==> config.mk <==
export PLATFORM = sky130hd
export DESIGN_NAME = pipeline_ctrl
export DESIGN_NICKNAME = d
export VERILOG_FILES = /design/src/rtl/pipeline_ctrl.sv
export SDC_FILE = /design/constraint.sdc
export NUM_CORES = 1
export LEC_CHECK = 0
export ABC_AREA = 1
export CORE_AREA = 2 2 103 105
export CTS_BUF_LIST = sky130_fd_sc_hd__clkbuf_16
export CTS_CLUSTER_SIZE = 30
export DETAILED_ROUTE_END_ITERATION = 7
export DIE_AREA = 0 0 105 107
export PLACE_DENSITY_LB_ADDON = 0.05
export SLEW_MARGIN = 20
export SYNTH_ARGS = -nofsm -noshare
export SYNTH_HDL_FRONTEND = slang
export SYNTH_SLANG_ARGS = --single-unit
==> constraint.sdc <==
create_clock -name clk -period 5.4 [get_ports clk]
set_input_delay 0.81 -clock clk [delete_from_list [all_inputs] [get_ports clk]]
set_output_delay 0.81 -clock clk [all_outputs]
set_load 0.01 [all_outputs]
==> src/rtl/pipeline_ctrl.sv <==
// Pipeline stall/flush controller: holds every stage while an instruction or data
// memory access is outstanding and inserts bubbles for load-use hazards and redirects.
module pipeline_ctrl (
    input  logic                clk,
    input  logic                rst,
    input  logic                imem_req,
    input  logic                imem_resp,
    input  logic                dmem_req,
    input  logic                dmem_resp,
    input  logic                load_use_hazard,
    input  logic                br_taken,
    output logic                load_pc,
    output logic                load_if_id,
    output logic                load_id_ex,
    output logic                load_ex_mem,
    output logic                load_mem_wb,
    output logic                flush_if_id,
    output logic                flush_id_ex,
    output logic [31:0]         stall_count
);

    localparam int unsigned CNT_W = 32;

    typedef enum logic {
        RUN  = 1'b0,
        WAIT = 1'b1
    } state_e;

    state_e             state_q, state_d;
    logic               i_done_q, i_done_d;
    logic               d_done_q, d_done_d;
    logic               pend_redirect_q, pend_redirect_d;
    logic [CNT_W-1:0]   stall_count_q, stall_count_d;

    logic i_miss, d_miss, i_ok, d_ok, advance, redirect;

    // Miss / completion decode shared by next-state and output logic
    always_comb begin
        i_miss   = imem_req & ~imem_resp;
        d_miss   = dmem_req & ~dmem_resp;
        i_ok     = i_done_q | imem_resp | ~imem_req;
        d_ok     = d_done_q | dmem_resp | ~dmem_req;
        advance  = (state_q == RUN) ? ~(i_miss | d_miss) : (i_ok & d_ok);
        redirect = br_taken | pend_redirect_q;
    end

    always_ff @(posedge clk or posedge rst) begin
        if (rst) begin
            state_q         <= RUN;
            i_done_q        <= 1'b0;
            d_done_q        <= 1'b0;
            pend_redirect_q <= 1'b0;
            stall_count_q   <= '0;
        end else begin
            state_q         <= state_d;
            i_done_q        <= i_done_d;
            d_done_q        <= d_done_d;
            pend_redirect_q <= pend_redirect_d;
            stall_count_q   <= stall_count_d;
        end
    end

    always_comb begin
        state_d         = state_q;
        i_done_d        = i_done_q;
        d_done_d        = d_done_q;
        pend_redirect_d = pend_redirect_q;
        stall_count_d   = stall_count_q;
        case (state_q)
            RUN: begin
                if (i_miss | d_miss) begin
                    state_d  = WAIT;
                    i_done_d = ~i_miss;
                    d_done_d = ~d_miss;
                end
            end
            WAIT: begin
                // Done flags latch responses that arrive in different stall cycles
                if (i_ok & d_ok) begin
                    state_d  = RUN;
                    i_done_d = 1'b0;
                    d_done_d = 1'b0;
                end else begin
                    i_done_d = i_ok;
                    d_done_d = d_ok;
                end
            end
            default: state_d = RUN;
        endcase
        if (advance) begin
            pend_redirect_d = 1'b0;
        end else begin
            stall_count_d = stall_count_q + CNT_W'(1);
            if (br_taken) begin
                pend_redirect_d = 1'b1;
            end
        end
    end

    // Redirect outranks load-use: the hazarding instruction is squashed anyway
    always_comb begin
        load_pc     = 1'b0;
        load_if_id  = 1'b0;
        load_id_ex  = 1'b0;
        load_ex_mem = 1'b0;
        load_mem_wb = 1'b0;
        flush_if_id = 1'b0;
        flush_id_ex = 1'b0;
        if (!rst && advance) begin
            load_id_ex  = 1'b1;
            load_ex_mem = 1'b1;
            load_mem_wb = 1'b1;
            if (redirect) begin
                load_pc     = 1'b1;
                load_if_id  = 1'b1;
                flush_if_id = 1'b1;
                flush_id_ex = 1'b1;
            end else if (load_use_hazard) begin
                flush_id_ex = 1'b1;
            end else begin
                load_pc    = 1'b1;
                load_if_id = 1'b1;
            end
        end
    end

    assign stall_count = stall_count_q;

endmodule
# == After elaboration in Yosys (flattened, before gate mapping) ==
# Cells that the tools add are included.
# classes
n_addsub,1
n_eq_ne,1
mux,21
bitwise_logic,17
n_reduce_logical,3
# op_table
op,n
"32-bit by 1-bit adder with 32-bit output, second input constant",1
1-bit 2-to-1 mux,18
1-bit NOT,8
1-bit bitwise OR,6
1-bit one-hot mux with 2 select lines,3
1-bit AND,3
"2-bit by 1-bit != test with 1-bit output, second input constant",1
2-bit nonzero test,1
1-bit logical AND,1
1-bit logical NOT,1
# totals
reg_bits,36
input_bits,8
out_inout_bits,39
wordCells,48

# == Logic depth before layout (Yosys ltp) ==
# depth
word_depth,7
ltp_mapped,10
depth_no_buf,10

# == Worst setup path after synthesis ==
# Ideal clock, no wire load.
# synth_timing
path_kind,input port to output port
from,input rst
to,output load_pc
arrival_time_ps,2283
required_time_ps,4590
path_slack_ps,2307
stages,4
n_path_buf,1
cell_sequence,inv_1 nand2_1 a21oi_1 buf_4
# synth_between
elab_chain_len,3
# synth_rtl
item,line_no,source
from (decl),5,"input logic rst,"
1-bit logical NOT,109,if (!rst && advance) begin
1-bit logical AND,109,
1-bit 2-to-1 mux,--,
to (decl),12,"output logic load_pc,"
# Every way passes these cells.

# == Final worst setup path ==
# layout_timing
from,input dmem_resp
to,output load_if_id
# layout_between
elab_chain_len,7
elab_cells_between_ends,10
cone_classes,2 x mux; 7 x bitwise; 1 x reduce/logical
# layout_rtl
item,line_no,source
from (decl),9,"input logic dmem_resp,"
1-bit NOT,40,d_miss = dmem_req & ~dmem_resp;
1-bit AND,40,
1-bit bitwise OR,43,advance = (state_q == RUN) ? ~(i_miss | d_miss) : (i_ok & d_ok);
1-bit NOT,43,
1-bit 2-to-1 mux *,43,
1-bit logical AND *,109,
1-bit 2-to-1 mux *,109,
to (decl),13,"output logic load_if_id,"
# Every way passes the cells marked *; elsewhere a longest branch is shown, timed or not.

==> results.json <==
{
  "cts_tree": "built",
  "ctsResizeCount": 0,
  "grt_setup_unrepaired": "no",
  "cts.clk_slew.worst_paths_ps": 50,
  "worstMarginPinSlew_ps": 491,
  "synth-seq-area-share_pct": 40.0,
  "syn2layout_area_growth_pct": 32.5,
  "final_common_cell": "nand2_1",
  "leakagePower_nw": 1.35,
  "num_vias": 1982,
  "grt_pass1_vias": 2115,
  "syn-num-nets": 317,
  "mostFrequentLayoutCells": "nand2_1, clkdlybuf4s50_1, inv_1",
  "antenna_found_initial": 0,
  "start_util_pct": 22.3,
  "hp-class": "reg2reg",
  "status": "completed",
  "dp.cells": 486,
  "critical_path.max_fanout": 14,
  "syn_area_per_cell_um2": 7.32,
  "grt_overflow": 0,
  "synth_top_area_cell": "dfrtp_1",
  "wl_per_cell_um": 12.6,
  "drv_cap": 0,
  "worstSkewPairLatency_ps": 280,
  "final_nets": 366,
  "relSlewSlack_pct": 67.3,
  "drtIter0Drc": 52,
  "first_pass_iters": 4,
  "fp.dieH_um": 107,
  "critPathMaxStageDelay_ps": 560,
  "yosys_warnings": 0,
  "ctsHtreeMaxLevel": 2,
  "holdBufCountCts": 0,
  "setup_viol": 0,
  "tns_ps": 0,
  "core_area_mm2": 0.0101,
  "ys_types": 27,
  "crit_type": "in2out",
  "final_util_pct": 29.6,
  "final_layout_size_suffix_gt1_share_pct": 8.94,
  "die-width_um": 105,
  "routed_wl_mm": 6.24,
  "vias_per_cell": 4.01,
  "worstPathRequired_ps": 4590,
  "dp_hpwl_mm": 4.81,
  "end_kind": "primary output",
  "cts_buffers": 5,
  "gp_congestion": 0.752,
  "crit_path_cell_trace": "clkdlybuf4s50_1 > inv_1 > a21oi_2 > nand2_2 > nand2_8 > nand2_1 > a21oi_1 > clkdlybuf4s50_1",
  "layout_min_cycle_time_ps": 3490,
  "crit_top_cell": "clkdlybuf4s50_1",
  "power_density_mw_per_mm2": 280,
  "synthTopCellsByArea": "dfrtp_1, nand2_1, inv_1, nor2_1, nand3_1",
  "cts_setup_buffers": 0,
  "n_antenna_cell": 0,
  "max_freq_ghz": 0.286,
  "cts_buffer_depth": 2,
  "cts.sinks": 36,
  "synth_seq_cells": 36,
  "grt_pass1_wl_mm": 10.8,
  "report.final.slew_viol_count": 0,
  "root_buffer": "clkbuf_16",
  "slowest_stage": "clkdlybuf4s50_1",
  "rows": 37,
  "crit_arrival_ps": 2680,
  "place.port_buffers": 46,
  "hold_viol": 0,
  "track_usage_pct": 12.2,
  "grt_max_degree": 38,
  "multi_input_area_mm2": 0.00116,
  "synthCells": 308,
  "fill_cells": 1135,
  "cp-start-kind": "primary input",
  "seqCellArea_um2": 901,
  "post-route-period-util_pct": 64.7,
  "finalPower_uw": 836,
  "ir_drop_mv": 0.111,
  "fin_cells": 494,
  "synth_top_area_share_pct": 40.0,
  "fin_skew_ps": 5.09,
  "netlist_area_mm2": 0.00225,
  "ios": 47,
  "ant_nets": 0,
  "drc_errors": 0,
  "die_area_mm2": 0.0112
}
-- Yosys cell counts, drive strengths merged --
cell,number
nor3,6
o21ai,6
inv,40
xnor2,6
nand2,116
nand3b,5
a21oi,2
nand4,4
nor2,47
buf,5
and2,2
ha,1
dfrtp,36
xor2,8
nand3,24
-- worst max-delay path: cells and delay by family --
family                 cells  cell delay, ps
AOI/OAI and AO/OA          2             320
and+or+nand+nor            3             440
buffers and inverters      3            1090
-- registers in the layout (all words and copies together), names as in the netlist --
name / cells
stall_count: 32
d_done_q: 1
i_done_q: 1
pend_redirect_q: 1
state_q: 1
-- through the flow --
stage               hold slack [ps]  setup slack (ps)  area, um2
finish                          495              1910       2990
global route                    546              1740       2990
CTS                             506              1890       2990
detailed placement              494              1890       2850
global placement                485              1910       2850
floorplan                       478              2310       2250
-- logic make-up (layout without fill, tap and decap cells) --
| family | count (synthesis) | count (layout) | share of synthesized area [%] |
|---|---|---|---|
| AO/OA/AOI/OAI | 8 | 8 | 1.94 |
| buffers and inverters | 45 | 95 | 8.49 |
| AND/OR/NAND/NOR | 204 | 204 | 43.3 |
| XOR/XNOR | 14 | 14 | 5.77 |
| flip-flops | 36 | 36 | 40.0 |
| adder cells (fa/ha/maj) | 1 | 1 | 0.555 |
-- power breakdown --
part	total (mW)	internal (mW)	switching, mW
clock	0.278	0.166	0.112
combinational	0.216	0.0982	0.118
sequential	0.342	0.303	0.0386
-- path summary, 6_finish.rpt --
| check | depth (start not counted) | to | slack [ps] | from |
|---|---|---|---|---|
| setup reg to reg | 8 | stall_count[22] | 3660 | stall_count[1] |
| hold reg to reg | 2 | stall_count[31] | 490 | stall_count[31] |
| hold / removal | 2 | stall_count[31] | 490 | stall_count[31] |
| min in group asynchronous | 3 | d_done_q | 960 | rst |
| setup / recovery | 8 | load_if_id | 1910 | dmem_resp |
| max in group asynchronous | 3 | stall_count[27] | 4100 | rst |
-- final cells by class --
cell class | count | share of cell area [%]
inverter | 40 | 5.03
clock buffer | 5 | 4.19
timing repair buffer | 47 | 15.7
tap | 136 | 5.70
multi-input combinational | 227 | 38.9
sequential | 36 | 30.2
clock inverter | 3 | 0.377
-- routing by layer --
metal	part of all wire (%)	routed length (um)	GRT usage, %	vias up
met5	0	0	0	-
met4	1.2	72	3.14	0
met1	49	3060	16.2	905
li1	-	-	-	1039
met3	3.5	217	2.61	5
met2	46	2890	20.3	33
Note: power is estimated with default switching activity, not from simulation.
